**config.mk**
```make
export PLATFORM = sky130hd
export DESIGN_NAME = multi_audio_dsm_flat
export DESIGN_NICKNAME = d
export VERILOG_FILES = /design/src/rtl/multi_audio_pkg.sv /design/src/rtl/multi_audio_dsm_if.sv /design/src/rtl/multi_audio_fifo.sv /design/src/rtl/multi_audio_dsm.sv /design/src/flat_wrapper.sv
export SDC_FILE = /design/constraint.sdc
export NUM_CORES = 1
export LEC_CHECK = 0
export CELL_PAD_IN_SITES_DETAIL_PLACEMENT = 1
export CELL_PAD_IN_SITES_GLOBAL_PLACEMENT = 1
export CORE_ASPECT_RATIO = 1.75
export CORE_MARGIN = 10
export CORE_UTILIZATION = 53
export DETAILED_ROUTE_END_ITERATION = 7
export PLACE_DENSITY_LB_ADDON = 0.12
export SYNTH_ARGS = -nofsm -noshare
export SYNTH_HDL_FRONTEND = slang
export SYNTH_SLANG_ARGS = --single-unit
```
**constraint.sdc**
```tcl
create_clock -name clk -period 6.15 [get_ports clk]
set_clock_uncertainty 0.15 [all_clocks]
set_input_delay 1.23 -clock clk [delete_from_list [all_inputs] [get_ports clk]]
set_output_delay 1.23 -clock clk [all_outputs]
set_load 0.05 [all_outputs]
```
**src/rtl/multi_audio_pkg.sv**
```systemverilog
// Shared constants for the multi-channel audio delta-sigma modulator.
//   FIFO_MARGIN        : frames of headroom kept free when 'full' is raised
//   UNDERRUN_CNT_BITS  : width of the optional underrun counter
package multi_audio_pkg;

    localparam int FIFO_MARGIN       = 3;
    localparam int UNDERRUN_CNT_BITS = 16;

endpackage

```
**src/rtl/multi_audio_dsm_if.sv**
```systemverilog
// Frame input bus of multi_audio_dsm.
//   data         : one PCM frame, channel k at [k*SAMPLE_BITS +: SAMPLE_BITS]
//   valid_toggle : any level change offers the frame on data
//   full/empty   : FIFO status back to the producer
//   overflow     : sticky, a frame was dropped because the FIFO was full
interface multi_audio_dsm_if #(
    parameter int CHANNELS    = 2,
    parameter int SAMPLE_BITS = 16
);
    logic [CHANNELS*SAMPLE_BITS-1:0] data;
    logic                            valid_toggle;
    logic                            full;
    logic                            empty;
    logic                            overflow;

    modport master (output data, valid_toggle, input full, empty, overflow);
    modport slave  (input data, valid_toggle, output full, empty, overflow);
endinterface

```
**src/rtl/multi_audio_fifo.sv**
```systemverilog
// Synchronous FIFO with registered read data.
//   clk, reset_n : clock, synchronous active-low reset
//   wr_en/wr_data: push one word (ignored when full unless a pop happens too)
//   rd_en/rd_data: pop one word; rd_data updates on the edge that pops
//   full, empty, occupancy : status
module multi_audio_fifo #(
    parameter int WIDTH      = 32,
    parameter int DEPTH_BITS = 4
) (
    input  logic                  clk,
    input  logic                  reset_n,
    input  logic                  wr_en,
    input  logic [WIDTH-1:0]      wr_data,
    input  logic                  rd_en,
    output logic [WIDTH-1:0]      rd_data,
    output logic                  full,
    output logic                  empty,
    output logic [DEPTH_BITS:0]   occupancy
);
    localparam int                  DEPTH     = 1 << DEPTH_BITS;
    localparam logic [DEPTH_BITS:0] DEPTH_OCC = (DEPTH_BITS+1)'(DEPTH);
    localparam logic [DEPTH_BITS:0] OCC_ONE   = (DEPTH_BITS+1)'(1);
    localparam logic [DEPTH_BITS-1:0] PTR_ONE = DEPTH_BITS'(1);

    logic [WIDTH-1:0]      mem [DEPTH];
    logic [DEPTH_BITS-1:0] wr_ptr;
    logic [DEPTH_BITS-1:0] rd_ptr;
    logic                  do_wr;
    logic                  do_rd;

    assign empty = (occupancy == '0);
    assign full  = (occupancy == DEPTH_OCC);
    assign do_rd = rd_en && !empty;
    // A pop in the same cycle frees the slot being written.
    assign do_wr = wr_en && (!full || do_rd);

    always_ff @(posedge clk) begin
        if (!reset_n) begin
            wr_ptr    <= '0;
            rd_ptr    <= '0;
            occupancy <= '0;
            rd_data   <= '0;
        end else begin
            if (do_wr) wr_ptr <= wr_ptr + PTR_ONE;
            if (do_rd) begin
                rd_ptr  <= rd_ptr + PTR_ONE;
                rd_data <= mem[rd_ptr];
            end
            case ({do_wr, do_rd})
                2'b10:   occupancy <= occupancy + OCC_ONE;
                2'b01:   occupancy <= occupancy - OCC_ONE;
                default: occupancy <= occupancy;
            endcase
        end
    end

    always_ff @(posedge clk) begin
        if (do_wr) mem[wr_ptr] <= wr_data;
    end
endmodule

```
**src/rtl/multi_audio_dsm.sv**
```systemverilog
// Multi-channel PCM to first-order delta-sigma bitstream converter.
//   clk, reset_n         : clock, synchronous active-low reset
//   bus (slave)          : frame input, FIFO status, sticky overflow
//   factor_mul/div       : output sample rate fs/f_clk = mul/div (mul < div)
//   dsm_out              : one bitstream per channel
//   underrun_count       : only with MULTI_AUDIO_DSM_UNDERRUN_EN defined;
//                          saturating count of ticks that found the FIFO empty
module multi_audio_dsm
    import multi_audio_pkg::*;
#(
    parameter int CHANNELS           = 2,
    parameter int SAMPLE_BITS        = 16,
    parameter int FIFO_DEPTH_IN_BITS = 4,
    parameter int COUNTER_BITS       = 20,
    parameter int SIGNED_IN          = 0
) (
    input  logic                    clk,
    input  logic                    reset_n,
    multi_audio_dsm_if.slave        bus,
    input  logic [COUNTER_BITS-1:0] factor_mul,
    input  logic [COUNTER_BITS-1:0] factor_div,
    output logic [CHANNELS-1:0]     dsm_out
`ifdef MULTI_AUDIO_DSM_UNDERRUN_EN
    ,
    output logic [UNDERRUN_CNT_BITS-1:0] underrun_count
`endif
);
    localparam int FRAME_BITS = CHANNELS * SAMPLE_BITS;
    localparam logic [FIFO_DEPTH_IN_BITS:0] FULL_LEVEL =
        (FIFO_DEPTH_IN_BITS+1)'((1 << FIFO_DEPTH_IN_BITS) - FIFO_MARGIN);

    logic [FRAME_BITS-1:0]         data_q;
    logic                          tog_q;
    logic                          tog_prev;
    logic                          toggle_edge;
    logic                          wr_en;
    logic                          pop;
    logic                          pop_d;
    logic                          overflow_q;
    logic [FRAME_BITS-1:0]         fifo_rd_data;
    logic [FRAME_BITS-1:0]         rd_offset;
    logic                          fifo_full;
    logic                          fifo_empty;
    logic [FIFO_DEPTH_IN_BITS:0]   occupancy;
    logic [FRAME_BITS-1:0]         hold;
    logic [COUNTER_BITS-1:0]       acc;
    logic [COUNTER_BITS:0]         acc_sum;
    logic                          tick;

    always_ff @(posedge clk) begin
        if (!reset_n) begin
            data_q   <= '0;
            tog_q    <= 1'b0;
            tog_prev <= 1'b0;
        end else begin
            data_q   <= bus.data;
            tog_q    <= bus.valid_toggle;
            tog_prev <= tog_q;
        end
    end

    assign toggle_edge  = tog_q ^ tog_prev;
    assign bus.full     = (occupancy >= FULL_LEVEL);
    assign bus.empty    = fifo_empty;
    assign bus.overflow = overflow_q;
    assign wr_en        = toggle_edge && !bus.full && !fifo_full;
    assign pop          = tick && !fifo_empty;

    always_ff @(posedge clk) begin
        if (!reset_n)                     overflow_q <= 1'b0;
        else if (toggle_edge && bus.full) overflow_q <= 1'b1;
    end

    multi_audio_fifo #(
        .WIDTH      (FRAME_BITS),
        .DEPTH_BITS (FIFO_DEPTH_IN_BITS)
    ) u_fifo (
        .clk       (clk),
        .reset_n   (reset_n),
        .wr_en     (wr_en),
        .wr_data   (data_q),
        .rd_en     (pop),
        .rd_data   (fifo_rd_data),
        .full      (fifo_full),
        .empty     (fifo_empty),
        .occupancy (occupancy)
    );

    // Fractional rate generator; acc stays below div so the wrapped value fits.
    assign acc_sum = {1'b0, acc} + {1'b0, factor_mul};

    always_ff @(posedge clk) begin
        if (!reset_n) begin
            acc  <= '0;
            tick <= 1'b0;
        end else if (acc_sum >= {1'b0, factor_div}) begin
            acc  <= acc_sum[COUNTER_BITS-1:0] - factor_div;
            tick <= 1'b1;
        end else begin
            acc  <= acc_sum[COUNTER_BITS-1:0];
            tick <= 1'b0;
        end
    end

    // Two's-complement input is moved to offset binary by flipping each MSB.
    always_comb begin
        rd_offset = fifo_rd_data;
        if (SIGNED_IN != 0) begin
            for (int k = 0; k < CHANNELS; k++) begin
                rd_offset[k*SAMPLE_BITS + SAMPLE_BITS - 1] =
                    ~fifo_rd_data[k*SAMPLE_BITS + SAMPLE_BITS - 1];
            end
        end
    end

    // rd_data is valid the cycle after the pop, so hold loads two cycles after tick.
    always_ff @(posedge clk) begin
        if (!reset_n) begin
            pop_d <= 1'b0;
            hold  <= '0;
        end else begin
            pop_d <= pop;
            if (pop_d) hold <= rd_offset;
        end
    end

    for (genvar k = 0; k < CHANNELS; k++) begin : g_dsm
        logic [SAMPLE_BITS:0] sum;
        always_ff @(posedge clk) begin
            if (!reset_n) sum <= '0;
            else          sum <= {1'b0, sum[SAMPLE_BITS-1:0]}
                                 + {1'b0, hold[k*SAMPLE_BITS +: SAMPLE_BITS]};
        end
        assign dsm_out[k] = sum[SAMPLE_BITS];
    end

`ifdef MULTI_AUDIO_DSM_UNDERRUN_EN
    localparam logic [UNDERRUN_CNT_BITS-1:0] UND_ONE = UNDERRUN_CNT_BITS'(1);

    always_ff @(posedge clk) begin
        if (!reset_n)
            underrun_count <= '0;
        else if (tick && fifo_empty && (underrun_count != '1))
            underrun_count <= underrun_count + UND_ONE;
    end
`endif
endmodule
```
**src/flat_wrapper.sv**
```systemverilog
// flat-port wrapper written by rule: the top's interface ports become plain ports
module multi_audio_dsm_flat import multi_audio_pkg::*;
#(
    parameter int CHANNELS           = 2,
    parameter int SAMPLE_BITS        = 16,
    parameter int FIFO_DEPTH_IN_BITS = 4,
    parameter int COUNTER_BITS       = 20,
    parameter int SIGNED_IN          = 0
)
  (clk, reset_n, factor_mul, factor_div, dsm_out, bus_data, bus_valid_toggle, bus_full, bus_empty, bus_overflow);
  multi_audio_dsm_if #(.CHANNELS(CHANNELS), .SAMPLE_BITS(SAMPLE_BITS)) bus_i ();
  input  logic clk;
  input  logic reset_n;
  input  logic [COUNTER_BITS-1:0] factor_mul;
  input  logic [COUNTER_BITS-1:0] factor_div;
  output logic [CHANNELS-1:0] dsm_out;
  input wire logic [$bits(bus_i.data)-1:0] bus_data;
  input wire logic [$bits(bus_i.valid_toggle)-1:0] bus_valid_toggle;
  output wire logic [$bits(bus_i.full)-1:0] bus_full;
  output wire logic [$bits(bus_i.empty)-1:0] bus_empty;
  output wire logic [$bits(bus_i.overflow)-1:0] bus_overflow;
  assign bus_i.data = bus_data;
  assign bus_i.valid_toggle = bus_valid_toggle;
  assign bus_full = bus_i.full;
  assign bus_empty = bus_i.empty;
  assign bus_overflow = bus_i.overflow;
  multi_audio_dsm #(.CHANNELS(CHANNELS), .SAMPLE_BITS(SAMPLE_BITS), .FIFO_DEPTH_IN_BITS(FIFO_DEPTH_IN_BITS), .COUNTER_BITS(COUNTER_BITS), .SIGNED_IN(SIGNED_IN)) u_core (.clk(clk), .reset_n(reset_n), .bus(bus_i), .factor_mul(factor_mul), .factor_div(factor_div), .dsm_out(dsm_out));
endmodule
```
==> impl_summary.txt, run 1 <==
----------------------------------------------------
[Finish]
  # fillers ... 4,717
  Most common cell after layout, fill and taps aside ... edfxtp_1
  Net count reported at finish ... 2,012
  Share of final-layout standard cells stronger than drive strength 1 ... 0.173
  Combined area of the multi-input logic cells ... 0.00890 mm²
  Total non-filler cell area in the finished layout ... 0.0317 mm²
  Post-layout instance count excluding filler cells ... 2,576
  Count of inserted antenna diode cells ... 0
  Highest-count cells in the layout ignoring fill and taps ... edfxtp_1, dfxtp_1, mux4_2
  Synth-to-Final Area Change ... 12.8%
  Area of all sequential standard cells ... 0.0187 mm²

[Logic synthesis]
  Portion of synthesized cell area occupied by the leading cell type ... 0.547
  Most used flip-flop cell after synthesis ... edfxtp_1
  Share of async-settable or async-resettable flops after synthesis ... 0
  Post-synthesis average cell area ... 16.0 µm²
  Count of warnings emitted by yosys ... 0
  Cell area after synthesis ... 0.0281 mm²
  Synth area leaders ... edfxtp_1, mux4_2, dfxtp_1
  Nets in the synthesized netlist ... 1,916
  #FFs+latches synth ... 680
  Fraction of the yosys area taken by sequential cells ... 0.666
  Number of instances in the synthesized netlist ... 1,755
  Number of synthesized flops with an enable pin ... 512
  Largest area contributor in the synthesized netlist ... edfxtp_1
  Netlist cell types ... 71

[Place]
  Cell Area, Placed ... 0.0298 mm²
  RePlAce Congestion ... 0.886
  Final HPWL from detailed placement ... 42.3 mm
  Count of placed standard cells including taps ... 2,469
  IO Port Bufs ... 79
  Pre-CTS worst setup slack ... 100 ps

[CTS]
  Cell chosen for the clock root ... clkbuf_16
  CTS-repair resized insts ... 0
  Post CTS Setup Buffer Count ... 0
  Inserted Clock Buffers ... 58
  Longest Clk Path Bufs ... 3
  Clock slew seen by the registers of the worst setup and hold paths ... 70 ps
  Clock tree from TritonCTS ... yes
  Clock latency reported for the late side of the worst-skew pair ... 600 ps
  Clock Sinks ... 680
  Number of hold-repair buffers added at the cts stage ... 0
  Number of H-tree levels ... 2

[Power and ir drop]
  P per Cell Area ... 384 mW/mm²
  Total power after layout ... 12,200 µW
  Leak pwr ... 0.0107 µW
  VDD IR max ... 0.257 mV

[Critical path]
  CP Capture Point ... u_core.acc[19]
  Critical Path AT ... 5740 ps
  Max Fanout on Critical Path ... 9
  Worst r2r src ... u_core.acc[1]
  Critical path origin ... factor_mul[1]
  FF-to-FF setup slack ... 1460 ps
  Worst-case reg-to-reg path depth ... 15
  Slowest CP cell ... a211oi_1
  Path length in cells of the critical path ... 16
  Critical Path Max Stage Delay ... 540 ps
  CP delay by family, top ... compound AO/OA/AOI/OAI gates
  CP cell instances ... clkdlybuf4s50_1 -> ha_1 -> a211oi_1 -> o21ai_1 -> a211oi_1 -> o21ai_1 -> a311o_1 -> xor2_1 -> ha_1 -> nand4_1 -> nor4_1 -> a311oi_1 -> o21a_1 -> buf_4 -> a2111oi_0 -> nor4_1
  Worst reg2reg endpoint ... u_core.acc[19]
  Crit Path Class ... input port to flip-flop
  Required time at the endpoint of the critical path ... 6430 ps
  Nature of the critical path endpoint ... flip-flop
  Crit start category ... input port
  WP buf/inv ... 2

[Floorplan]
  Effective utilization at floorplan ... 0.536
  Vertical extent of the die ... 325 µm
  Die boundary width ... 194 µm
  Area inside the core boundary ... 0.0525 mm²
  Die Footprint ... 0.0630 mm²
  I/O pin total ... 80
  Rows ... 111

[Global routing]
  Number of antenna violations at the first check in global routing ... 1
  Met2 demand-to-capacity share in global routing ... 0.396
  Global routing usage summed across all routing layers ... 0.214
  Met3 track demand over resource ... 0.0278
  Largest net degree at the start of global routing ... 85
  Overall overflow remaining after global route ... 0
  Global-route wire length before repair ... 104 mm
  Global routing's busiest layer ... met2
  GR Layer Usage met1 ... 0.249
  Via count of the first global-routing pass ... 16,802

[Route]
  Total vias in the final route ... 15,523
  Post-DR wirelength/cell ... 26.5 µm
  Mean number of vias per cell ... 6.03
  Total iterations of the first detailed-routing run ... 5
  Remaining DRCs ... 0
  Total routed wirelength ... 68.4 mm
  Count of routing violations after the opening detailed-route iteration ... 886
  Number of routed nets with antenna violations ... 0

[STA]
  Share of the cycle needed by the critical path after routing ... 0.888
  Final Hold Vio Count ... 0
  Post-layout worst setup margin ... 691 ps
  RSZ-0062 raised after global routing ... no
  Least-Margin Pin Slew ... 1110 ps
  Total negative slack ... 0 ps
  Maximum frequency from static timing analysis ... 183 MHz
  Number of slew-limit violations in the final report ... 0
  Max-slew headroom ... 0.258
  Final critical delay including setup and external delays ... 5460 ps
  # setup viols final ... 0

[Worst hold path]
  Startpoint of the lowest-slack hold path ... u_core.u_fifo.rd_data[13]
  Kind of path behind the tightest hold check ... flip-flop to flip-flop

[Flow run]
  Number of maximum-capacitance violations ... 0

[Status]
  Result of the run ... finished clean

----------------------------------------------------
[synth_stat cells, drive strengths merged, types with 38 or more instances]
| library cell | number |
|---|---|
| a21oi | 97 |
| and2 | 38 |
| buf | 39 |
| clkbuf | 41 |
| dfxtp | 168 |
| edfxtp | 512 |
| ha | 81 |
| inv | 63 |
| mux4 | 160 |
| nand2 | 99 |
| nor2 | 117 |
| o21ai | 38 |
[report_power, final]
| group | internal, µW | switching [µW] |
|---|---|---|
| logic | 1430 | 1820 |
| clock network | 2040 | 1590 |
| registers | 5120 | 166 |
[flip-flops by register name (all words and copies together) (netlist names), 4 cells and up]
name	count
u_core.u_fifo.wr_ptr	4
u_core.g_dsm.sum	34
u_core.acc	20
u_core.hold	32
u_core.u_fifo.rd_data	32
u_core.u_fifo.rd_ptr	4
u_core.u_fifo.occupancy	5
u_core.data_q	32
u_core.u_fifo.mem	512
[tightest hold or removal path, cell delays in order (launching register included)]
cell and delay, ps:
dfxtp_1 310, nand2_1 50, a21oi_1 50
[cell families after synthesis]
family / count (synthesis) / share of synthesized area
XOR/XNOR: 51 / 0.0159
multiplexers: 197 / 0.141
AO/OA/AOI/OAI: 245 / 0.0575
flip-flops: 680 / 0.666
buffers and inverters: 143 / 0.0209
AND/OR/NAND/NOR: 353 / 0.0584
adder cells (fa/ha/maj): 86 / 0.0396
[worst min-delay path by stage]
stage                                     end  slack (ps)  cells past startpoint
floorplan            u_core.u_fifo.rd_data[0]         290                      2
global placement     u_core.u_fifo.rd_data[6]         290                      2
detailed placement  u_core.u_fifo.rd_data[13]         300                      2
CTS                 u_core.u_fifo.rd_data[28]         310                      2
global route        u_core.u_fifo.rd_data[13]         330                      2
finish              u_core.u_fifo.rd_data[13]         310                      2
[layout make-up]
class	count	share of cell area
Clock buffer	84	0.0524
Clock inverter	23	0.00722
Inverter	63	0.00754
Multi-Input combinational cell	932	0.281
Sequential cell	680	0.591
Tap cell	678	0.0268
Timing Repair Buffer	116	0.0339
[stage by stage]
| stage | utilization | hold WS [ps] |
|---|---|---|
| finish | 0.604 | 307 |
| global route | 0.604 | 325 |
| floorplan | - | 286 |
| detailed placement | 0.568 | 300 |
| global placement | 0.568 | 292 |
| CTS | 0.604 | 311 |
[metal layers]
| metal | wire (µm) | vias to the layer above |
|---|---|---|
| met4 | 2200 | 2 |
| met5 | 13 | - |
| met3 | 3030 | 109 |
| met2 | 37200 | 423 |
| li1 | - | 6939 |
| met1 | 25900 | 8050 |
No activity file was read; power rests on OpenSTA's default activity.
==> run 2: changes to the inputs <==
--- a/config.mk
+++ b/config.mk
@@ -10,6 +10,7 @@
 export CORE_ASPECT_RATIO = 1.75
 export CORE_MARGIN = 10
 export CORE_UTILIZATION = 53
+export CTS_CLUSTER_SIZE = 24
 export DETAILED_ROUTE_END_ITERATION = 7
 export PLACE_DENSITY_LB_ADDON = 0.12
 export SYNTH_ARGS = -nofsm -noshare
==> constraint.sdc (replaced) <==
create_clock -name clk -period 5.9 [get_ports clk]
set_clock_uncertainty 0.15 [all_clocks]
set_input_delay 1.18 -clock clk [delete_from_list [all_inputs] [get_ports clk]]
set_output_delay 1.18 -clock clk [all_outputs]
set_load 0.05 [all_outputs]
==> run 2 against run 1 <==
  * Utilization about the same
  * Cell count unchanged
  * Global-route usage fell by 0.40 points
  * Worst hold slack got worse by 1.8 ps
  * Clock power up 3%
  * Die area unchanged
==> impl_summary.txt, run 2 (same netlist as run 1, synthesis figures left out) <==
----------------------------------------------------
[Power and ir drop]
  P per Cell Area ... 399 mW/mm²
  Leak pwr ... 0.0107 µW
  VDD IR max ... 0.274 mV

[STA]
  Share of the cycle needed by the critical path after routing ... 0.888
  Final critical delay including setup and external delays ... 5240 ps
  Post-layout worst setup margin ... 661 ps
  Total negative slack ... 0 ps
  # setup viols final ... 0
  Maximum frequency from static timing analysis ... 191 MHz
  Final Hold Vio Count ... 0
  Max-slew headroom ... 0.283
  RSZ-0062 raised after global routing ... no
  Least-Margin Pin Slew ... 1080 ps
  Number of slew-limit violations in the final report ... 0

[Place]
  RePlAce Congestion ... 0.866
  Final HPWL from detailed placement ... 41.7 mm
  Pre-CTS worst setup slack ... 119 ps
  Count of placed standard cells including taps ... 2,470
  IO Port Bufs ... 79

[Floorplan]
  Area inside the core boundary ... 0.0525 mm²
  I/O pin total ... 80
  Rows ... 111
  Die boundary width ... 194 µm
  Die Footprint ... 0.0630 mm²
  Effective utilization at floorplan ... 0.536
  Vertical extent of the die ... 325 µm

[Finish]
  # fillers ... 4,686
  Highest-count cells in the layout ignoring fill and taps ... edfxtp_1, dfxtp_1, mux4_2
  Net count reported at finish ... 2,012
  Count of inserted antenna diode cells ... 0
  Flip-flop count of the largest register after layout ... 512
  Register ranked first by flip-flop count ... u_core.u_fifo.mem
  Share of final-layout standard cells stronger than drive strength 1 ... 0.174
  Most common cell after layout, fill and taps aside ... edfxtp_1
  Area of all sequential standard cells ... 0.0187 mm²
  Post-layout instance count excluding filler cells ... 2,576
  Synth-to-Final Area Change ... 12.7%
  Combined area of the multi-input logic cells ... 0.00890 mm²
  Biggest regs ... u_core.u_fifo.mem x512, u_core.g_dsm.sum x34

[Route]
  Remaining DRCs ... 0
  Post-DR wirelength/cell ... 26.1 µm
  Number of routed nets with antenna violations ... 0
  Count of routing violations after the opening detailed-route iteration ... 1,028
  Total routed wirelength ... 67.1 mm
  Mean number of vias per cell ... 6.01
  Total iterations of the first detailed-routing run ... 5
  Total vias in the final route ... 15,478

[Critical path]
  Crit Path Class ... input port to flip-flop
  Max Fanout on Critical Path ... 4
  Worst reg2reg endpoint ... u_core.acc[19]
  Critical path origin ... factor_mul[0]
  CP cell instances ... clkdlybuf4s50_1 -> ha_1 -> inv_1 -> fa_1 -> nor2b_4 -> o31a_4 -> o21a_1 -> o21ai_1 -> buf_4 -> a211oi_1 -> o21ai_0 -> and2_1 -> ha_1 -> a21o_1 -> a21o_1 -> a21oi_1 -> o31ai_4 -> a21o_1 -> a2111oi_0 -> nor4_1
  WP buf/inv ... 3
  Critical Path AT ... 5530 ps
  Most common cell on crit path ... a21o_1
  FF-to-FF setup slack ... 1330 ps
  Slowest CP cell ... a2111oi_0
  Nature of the critical path endpoint ... flip-flop
  Critical Path Max Stage Delay ... 510 ps
  Worst r2r src ... u_core.acc[0]
  CP Capture Point ... u_core.acc[19]
  Worst-case reg-to-reg path depth ... 19
  CP delay by family, top ... compound AO/OA/AOI/OAI gates
  Path length in cells of the critical path ... 20
  Crit start category ... input port
  Required time at the endpoint of the critical path ... 6190 ps

[CTS]
  Clock Sinks ... 680
  CTS-repair resized insts ... 0
  Number of hold-repair buffers added at the cts stage ... 0
  Inserted Clock Buffers ... 57
  Clock latency reported for the late side of the worst-skew pair ... 610 ps
  Longest Clk Path Bufs ... 3
  Number of H-tree levels ... 2
  Clock tree from TritonCTS ... yes
  Post CTS Setup Buffer Count ... 0
  Clock slew seen by the registers of the worst setup and hold paths ... 70 ps
  Cell chosen for the clock root ... clkbuf_16

[Global routing]
  GR Layer Usage met1 ... 0.246
  Global routing's busiest layer ... met2
  Overall overflow remaining after global route ... 0
  Global routing usage summed across all routing layers ... 0.210
  Number of antenna violations at the first check in global routing ... 0
  Largest net degree at the start of global routing ... 88
  Met3 track demand over resource ... 0.0232
  Via count of the first global-routing pass ... 17,058
  Met2 demand-to-capacity share in global routing ... 0.389
  Global-route wire length before repair ... 103 mm

[Flow run]
  Number of maximum-capacitance violations ... 0

[Status]
  Result of the run ... finished clean

[Worst hold path]
  Kind of path behind the tightest hold check ... flip-flop to flip-flop

----------------------------------------------------
==> run 2: cell count changes in the layout (fill, tap and decap cells not counted), sizes merged <==
cell / change
clkinv: +7
bufinv: +1
clkbuf: -8
buf: +1
clkinvlp: +2
inv: -3
==> run 2: worst min-delay path by stage <==
| stage | from | cells past startpoint | endpoint | slack, ps |
|---|---|---|---|---|
| after floorplan | u_core.u_fifo.rd_data[0] | 2 | u_core.u_fifo.rd_data[0] | 290 |
| after global placement | u_core.u_fifo.rd_data[18] | 2 | u_core.u_fifo.rd_data[18] | 290 |
| after detailed placement | u_core.u_fifo.rd_data[1] | 2 | u_core.u_fifo.rd_data[1] | 300 |
| after CTS | u_core.u_fifo.rd_data[1] | 2 | u_core.u_fifo.rd_data[1] | 310 |
| after global routing | u_core.u_fifo.rd_data[24] | 2 | u_core.u_fifo.rd_data[24] | 320 |
| final | u_core.u_fifo.rd_data[1] | 2 | u_core.u_fifo.rd_data[1] | 310 |
==> run 2: per-stage QoR <==
| stage | utilization | cell area, µm² | total power (µW) | hold slack [ps] |
|---|---|---|---|---|
| after global routing | 0.604 | 31700 | 13200 | 324 |
| final | 0.604 | 31700 | 12600 | 305 |
| after CTS | 0.604 | 31700 | 12800 | 307 |
| after global placement | 0.568 | 29800 | 8880 | 294 |
| after floorplan | - | 28100 | 8080 | 286 |
| after detailed placement | 0.568 | 29800 | 8980 | 299 |
==> run 2: area by class of cell <==
class | instances | area share
Clock inverter | 30 | 0.00916
Sequential cell | 680 | 0.592
Multi-Input combinational cell | 932 | 0.281
Timing Repair Buffer | 117 | 0.0346
Clock buffer | 76 | 0.0494
Tap cell | 678 | 0.0268
Inverter | 63 | 0.00754
==> run 2: worst min-delay path: stages (launching register included) <==
cell and delay [ps]:
dfxtp_1 310, nand2_1 50, a21oi_1 50
==> run 2: layer usage <==
metal	wire, µm	share of wire
met5	0	0
met4	2170	0.032
met3	2270	0.034
met2	37000	0.55
met1	25700	0.38
==> run 2: power breakdown <==
part,switching [µW],leakage [µW],total (µW),internal (µW)
clock network,1670,0.000905,3750,2080
registers,205,0.00606,5540,5330
logic,1850,0.00372,3350,1500
